--- config.mk ---
export PLATFORM = sky130hd
export DESIGN_NAME = multi_port_interconnect
export DESIGN_NICKNAME = d
export VERILOG_FILES = /design/src/rtl/multi_port_interconnect.sv
export SDC_FILE = /design/constraint.sdc
export NUM_CORES = 1
export LEC_CHECK = 0
export ABC_AREA = 0
export ABC_CLOCK_PERIOD_IN_PS = 2400
export CAP_MARGIN = 20
export CORE_UTILIZATION = 38
export CTS_CLUSTER_DIAMETER = 40
export CTS_CLUSTER_SIZE = 24
export DETAILED_ROUTE_END_ITERATION = 16
export PLACE_DENSITY = 0.79
export SLEW_MARGIN = 20
export SYNTH_ARGS = -nofsm -noshare
export SYNTH_HDL_FRONTEND = slang
export SYNTH_SLANG_ARGS = --single-unit
--- constraint.sdc ---
create_clock -name clk -period 2.4 [get_ports clk]
set_clock_uncertainty 0.2 [all_clocks]
set_input_delay 0.48 -clock clk [delete_from_list [all_inputs] [get_ports clk]]
set_output_delay 0.48 -clock clk [all_outputs]
set_load 0.01 [all_outputs]
--- src/rtl/multi_port_interconnect.sv ---
// Round-robin arbiter that serialises byte/half/word reads from several requesters
// onto a single fixed-latency memory read port, one transaction in flight at a time.
module multi_port_interconnect #(
  parameter int NUM_PORTS   = 2,
  parameter int ADDR_W      = 32,
  parameter int DATA_W      = 32,
  parameter int MEM_LATENCY = 1
) (
  input  logic                        clk,
  input  logic                        rst,
  input  logic [NUM_PORTS-1:0]        req_valid,
  input  logic [2*NUM_PORTS-1:0]      req_size,
  input  logic [ADDR_W*NUM_PORTS-1:0] req_addr,
  output logic [NUM_PORTS-1:0]        req_ready,
  output logic [NUM_PORTS-1:0]        resp_valid,
  output logic [DATA_W-1:0]           resp_data,
  output logic                        resp_err,
  output logic                        mem_en,
  output logic [ADDR_W-1:0]           mem_addr,
  input  logic [DATA_W-1:0]           mem_rdata,
  output logic                        busy
);

  localparam int PTR_W = $clog2(NUM_PORTS);

  localparam logic [1:0] S_IDLE  = 2'd0;
  localparam logic [1:0] S_ISSUE = 2'd1;
  localparam logic [1:0] S_WAIT  = 2'd2;
  localparam logic [1:0] S_RESP  = 2'd3;

  logic [1:0]        state_reg;
  logic [PTR_W-1:0]  rr_ptr_reg;
  logic [PTR_W-1:0]  grant_reg;
  logic [ADDR_W-1:0] addr_reg;
  logic [1:0]        size_reg;
  logic [3:0]        cnt_reg;
  logic [DATA_W-1:0] data_reg;
  logic              err_reg;

  logic [ADDR_W-1:0] port_addr [NUM_PORTS];
  logic [1:0]        port_size [NUM_PORTS];
  logic [PTR_W-1:0]  grant_idx;
  logic              grant_found;
  logic              handshake;
  logic              illegal;

  genvar gi;
  generate
    for (gi = 0; gi < NUM_PORTS; gi++) begin : g_unpack
      assign port_addr[gi] = req_addr[gi*ADDR_W +: ADDR_W];
      assign port_size[gi] = req_size[gi*2 +: 2];
    end
  endgenerate

  function automatic logic [PTR_W-1:0] wrap_add(input logic [PTR_W-1:0] base, input int offs);
    int sum;
    sum = int'(base) + offs;
    if (sum >= NUM_PORTS) sum = sum - NUM_PORTS;
    return sum[PTR_W-1:0];
  endfunction

  function automatic logic [DATA_W-1:0] extract(input logic [DATA_W-1:0] word,
                                                input logic [1:0] size,
                                                input logic [1:0] offs);
    case (size)
      2'b00:   return {{(DATA_W-8){1'b0}}, word[{offs, 3'b000} +: 8]};
      2'b01:   return {{(DATA_W-16){1'b0}}, word[{offs[1], 4'b0000} +: 16]};
      default: return word;
    endcase
  endfunction

  // Search downward so the port closest to rr_ptr overwrites any farther match.
  always_comb begin
    grant_found = 1'b0;
    grant_idx   = '0;
    for (int i = NUM_PORTS - 1; i >= 0; i--) begin
      if (req_valid[wrap_add(rr_ptr_reg, i)]) begin
        grant_found = 1'b1;
        grant_idx   = wrap_add(rr_ptr_reg, i);
      end
    end
  end

  always_comb begin
    case (port_size[grant_idx])
      2'b00:   illegal = 1'b0;
      2'b01:   illegal = port_addr[grant_idx][0];
      2'b10:   illegal = |port_addr[grant_idx][1:0];
      default: illegal = 1'b1;
    endcase
  end

  // rst gates the strobe so it is low during reset even while a request is pending.
  assign handshake = (state_reg == S_IDLE) && grant_found && !rst;

  always_comb begin
    req_ready = '0;
    if (handshake) req_ready[grant_idx] = 1'b1;
  end

  always_comb begin
    resp_valid = '0;
    if (state_reg == S_RESP) resp_valid[grant_reg] = 1'b1;
  end

  assign mem_en    = (state_reg == S_ISSUE);
  assign mem_addr  = {addr_reg[ADDR_W-1:2], 2'b00};
  assign busy      = (state_reg != S_IDLE);
  assign resp_data = data_reg;
  assign resp_err  = err_reg;

  always_ff @(posedge clk or posedge rst) begin
    if (rst) begin
      state_reg  <= S_IDLE;
      rr_ptr_reg <= '0;
      grant_reg  <= '0;
      addr_reg   <= '0;
      size_reg   <= '0;
      cnt_reg    <= '0;
      data_reg   <= '0;
      err_reg    <= 1'b0;
    end else begin
      case (state_reg)
        S_IDLE: begin
          if (handshake) begin
            grant_reg <= grant_idx;
            addr_reg  <= port_addr[grant_idx];
            size_reg  <= port_size[grant_idx];
            if (illegal) begin
              data_reg   <= '0;
              err_reg    <= 1'b1;
              rr_ptr_reg <= wrap_add(grant_idx, 1);
              state_reg  <= S_RESP;
            end else begin
              state_reg <= S_ISSUE;
            end
          end
        end
        S_ISSUE: begin
          cnt_reg   <= 4'(MEM_LATENCY);
          state_reg <= S_WAIT;
        end
        S_WAIT: begin
          cnt_reg <= cnt_reg - 4'd1;
          if (cnt_reg == 4'd1) begin
            data_reg   <= extract(mem_rdata, size_reg, addr_reg[1:0]);
            err_reg    <= 1'b0;
            rr_ptr_reg <= wrap_add(grant_reg, 1);
            state_reg  <= S_RESP;
          end
        end
        default: state_reg <= S_IDLE;
      endcase
    end
  end

endmodule

; ---- After elaboration in Yosys (flattened, before gate mapping)
; Index checks and enable logic that the tools add are counted.
[totals]
ff_bits = 75
word_cells = 98
romBits = 0
inputBits = 104
latch_bits = 0
n_memories = 0
output_inout_bits = 71
ramBits = 0
[op_classes]
order_cmp = 11
n_mux = 43
n_reduce_logical = 15
n_shift = 2
bitwise = 1
div = 0
n_addsub = 8
multipliers = 0
n_eq_ne = 10
[ops]
columns = cell, n
row1 = $mux W32, 6
row2 = $pmux W32 S2, 2
row3 = $shiftx A32 B6 Y16, 1
row4 = $shiftx A32 B6 Y8, 1
row5 = $mux W1, 20
row6 = $mux W2, 8
row7 = $ge A2 B2 Y1 const B, 4
row8 = $lt A1 B2 Y1 const B, 4
row9 = $pmux W4 S2, 1
row10 = $add A1 B1 Y2 const B, 3
row11 = $eq A2 B1 Y1 const B, 3
row12 = $eq A2 B2 Y1 const B, 3
row13 = $logic_not A2 Y1, 3
row14 = $ne A2 B2 Y1 const B, 3
row15 = $pmux W2 S3, 1
row16 = $reduce_bool A2 Y1, 3
row17 = $eq A4 B1 Y1 const B, 1
row18 = $logic_and A1 B1 Y1, 4
row19 = $pmux W1 S2, 2
row20 = $reduce_and A2 Y1, 2
row21 = $reduce_and A4 Y1, 1
row22 = $sub A1 B1 Y1 const B, 4
row23 = $sub A4 B1 Y4 const B, 1
row24 = $pmux W1 S3, 1
row25 = 6 further kinds, 8

; ---- Longest topological paths before layout
[depth]
word_depth = 16
mapped_depth = 10
ltp_nobuf = 7

; ---- Least setup slack after synthesis
; No wires, ideal clock.
[synth_timing]
path_kind = register to output
from = register state_reg[0]
to = output req_ready[0]
path_stages_with_launch = 8
t_required_ps = 1720
slack_ps = 214
arrival_ps = 1506
n_path_buf = 2
path_cell_list = dfrtp_1 > inv_1 > ha_1 > nand2b_1 > or2_1 > clkbuf_1 > nor2_1 > buf_2
[synth_via]
elab_chain_cells = 4
[synth_lines]
columns = element, line_no
row1 = start: declaration, 31  ; logic [1:0] state_reg;
row2 = start signal: assignment, 114  ; state_reg <= S_IDLE;
row3 = start signal: assignment, 133  ; state_reg <= S_RESP;
row4 = start signal: assignment, 135  ; state_reg <= S_ISSUE;
row5 = $logic_not A2 Y1, 94  ; assign handshake = (state_reg == S_IDLE) && grant_found && !rst;
row6 = $logic_and A1 B1 Y1 (2 in a row), 94
row7 = $mux W2, 98  ; if (handshake) req_ready[grant_idx] = 1'b1;
row8 = end: declaration, 14  ; output logic [NUM_PORTS-1:0] req_ready,
; No other way between the ends.

; ---- Final worst setup path
[layout_timing]
from = register state_reg[1]
to = output req_ready[0]
; The elaborated chain is that of the path after synthesis.

==> results.ini <==
[outcome]
outcome=finished, final reports clean

[detailed_routing]
drt_pre_antenna_iters=5
drcViolationCount=0
vias=3457
drt.antenna.violating_nets=0
viasPerCell=5.14
drt_iter0_markers=137
postRouteWirelength_mm=10.5
routed_wire_length_per_instance_um=15.7

[power]
fin_total_pwr_w=0.00674
max-vdd-ir-drop_mv=0.533
leakagePower_nw=2.55
power.density_cell_area_mw_per_mm2=1170

[clock_tree]
cts-buffers-inserted=9
clock_tree.htree_level_count=3
clock-sinks=75
cts_tree=yes
postCtsSetupRepairBufs=0
ctsHoldBuffers=0
clk_latency_ns=0.34
clk_root_buffer_cell=clkbuf_8
clk_transition_reported_paths_ns=0.07
clockBufferDepth=2

[synthesis]
multiplexer_fraction_of_the_synthesized_cell_area=0.0138
synth.avg_cell_area_sq_um=9.84
synth_cell_types=40
synth_most_common_cell=nand2_1
synth.top_cells.by_area=dfrtp_1 49%, nand2_1 8.1%, a22oi_1 7.7%
post-synth-top-area-cell=dfrtp_1
synth_sequential_area_ratio=0.494
synthXorXnorAreaFrac=0
netlist_top_cells_count=82 x nand2_1, 75 x dfrtp_1, 39 x a22oi_1
synthSimpleGateAreaFrac=0.131
ys_ff_latch=75
largest_family_of_logic_cells_by_synthesized_area=compound AO/OA/AOI/OAI gates
synth_enable_flop_cells=0
synth_area_sq_mm=0.00380
syn_inst=386
synth_warnings=0
synth_compound_area_frac=0.237
postSynth.topFlopCell=dfrtp_1
post-synth-top-area-fraction=0.494
share_of_async_settable_or_async_resettable_flops_after_synthesis=1.00
post_synth_adder_cell_area=0.0231

[placed_design]
place_worst_setup_slack_ns=-0.287
io_buffer_count=172
place.gp.congestion=0.789
dp.final_hpwl_mm=8.01

[worst_setup_path]
rrSetupSlack_ns=0.18
critical_path.reg2reg.startpoint=state_reg[1]
cp_data_required_time_ns=1.72
critical_path_peak_fanout=2
cp.arrival_ns=1.60
worst_setup_ep_type=output port
type_of_the_setup_path_with_the_least_slack=reg2out
crit_path_start_kind=flip-flop
startpoint=state_reg[1]

[sta]
timing.max_slew.rel_slack=0.610
tightest_slew_ns=0.585
fin_ws_ns=0.116
setup_viol=0
hold_viol=0
max_clock_freq_mhz=438
final_min_period_over_clock_period=0.952
grt_setup_unrepaired=false
finalMaxSlewViolations=0
finalWorstPathRequiredPeriod_ns=2.28

[global_routing]
grt_first_pass_wirelength_mm=16.4
grt_util_overall=0.204
grt_pass1_vias=3467
overflow=0
grt_max_degree=48
antenna_violations_before_repair=0

[die]
core.rowCount=36
placeableCoreArea_sq_mm=0.00973
io_pins=175
die_area_sq_mm=0.0104
height_of_the_die_um=102
die-width_um=102
initial_utilization=0.390

[cells_and_area]
design.final.nets=648
synthToLayoutAreaGrowth_pct=51.7
drive_above_1_share=0.0889
final_antenna_diode_count=0
postLayoutCoreUtil=0.592

[worst_hold_path]
timing.hold.worst.class=reg2reg
hold_start=resp_data[0]

[job]
drv.max_cap_violation_count=0

[logic make-up after synthesis]
logic type | after synthesis
simple gates | 115
flops | 75
buf+inv | 64
compound gates | 119
other cells | 1
mux | 5
fa+ha+maj | 7
[cell type report]
class	instances	area, sq um
fill	840	3970
multi-input combinational	248	1550
timing repair buffer	193	1920
inverter	10	41.3
tap	133	166
clock buffer	9	124
clock inverter	5	80.1
sequential	75	1880
[path summary, 6_finish.rpt]
path,depth (start not counted),end
max,6,req_ready[0]
min reg2reg,1,resp_data[0]
min in group asynchronous,4,grant_reg
max reg2reg,8,resp_err
max in group asynchronous,4,addr_reg[11]
min,1,resp_data[0]
[layout by cell type (no fill, tap or decap), drive strengths merged, types with 2 or more instances in the layout]
cell type	count
clkdlybuf4s50	167
nand2	83
dfrtp	75
a22oi	39
buf	22
a22o	16
o2bb2ai	16
a21oi	12
nor2	11
nor2b	10
a21o	9
clkbuf	9
inv	9
o21ai	9
o221ai	8
ha	7
nand2b	3
o31ai	3
mux2i	3
clkinvlp	3
dlygate4sd2	3
nand3	3
o21a	2
mux2	2
conb	2
bufinv	2
[metrics by stage]
step                      instances  instance area [sq um]  TNS [ns]  hold WS (ns)
after floorplan                 387                   3800         0         0.252
after global placement          659                   5560     -2.82         0.274
after detailed placement        659                   5560     -3.98         0.280
after CTS                       673                   5760   -0.0197         0.296
after global routing            673                   5760         0         0.310
final                           673                   5760         0         0.294
[worst max-delay path: stages (launching register included)]
cell	delay, ns
dfrtp_1	0.39
inv_1	0.09
ha_2	0.18
nand2b_1	0.07
or2_1	0.23
nor2_2	0.15
buf_2	0.15
[routing by layer]
metal | share of wire | up-vias | GRT usage
met5 | 0 | - | 0
met4 | 0.025 | 0 | 0.0945
met3 | 0.084 | 23 | 0.0595
met2 | 0.47 | 154 | 0.336
met1 | 0.42 | 1637 | 0.246
li1 | - | 1643 | -
[power by group]
part / internal, W / leakage [nW] / switching, W
clock: 0.000572 / 0.0972 / 0.000457
combinational: 0.00189 / 1.48 / 0.00160
sequential: 0.00184 / 0.970 / 0.000381
total: 0.00430 / 2.55 / 0.00244
[repair_timing]
item | 4_1_cts | 5_1_grt
gates resized for setup | 6 | 4
setup endpoints to repair | 4 | 3
pin swaps | 0 | 2
Note: power is estimated with default switching activity, not from simulation.
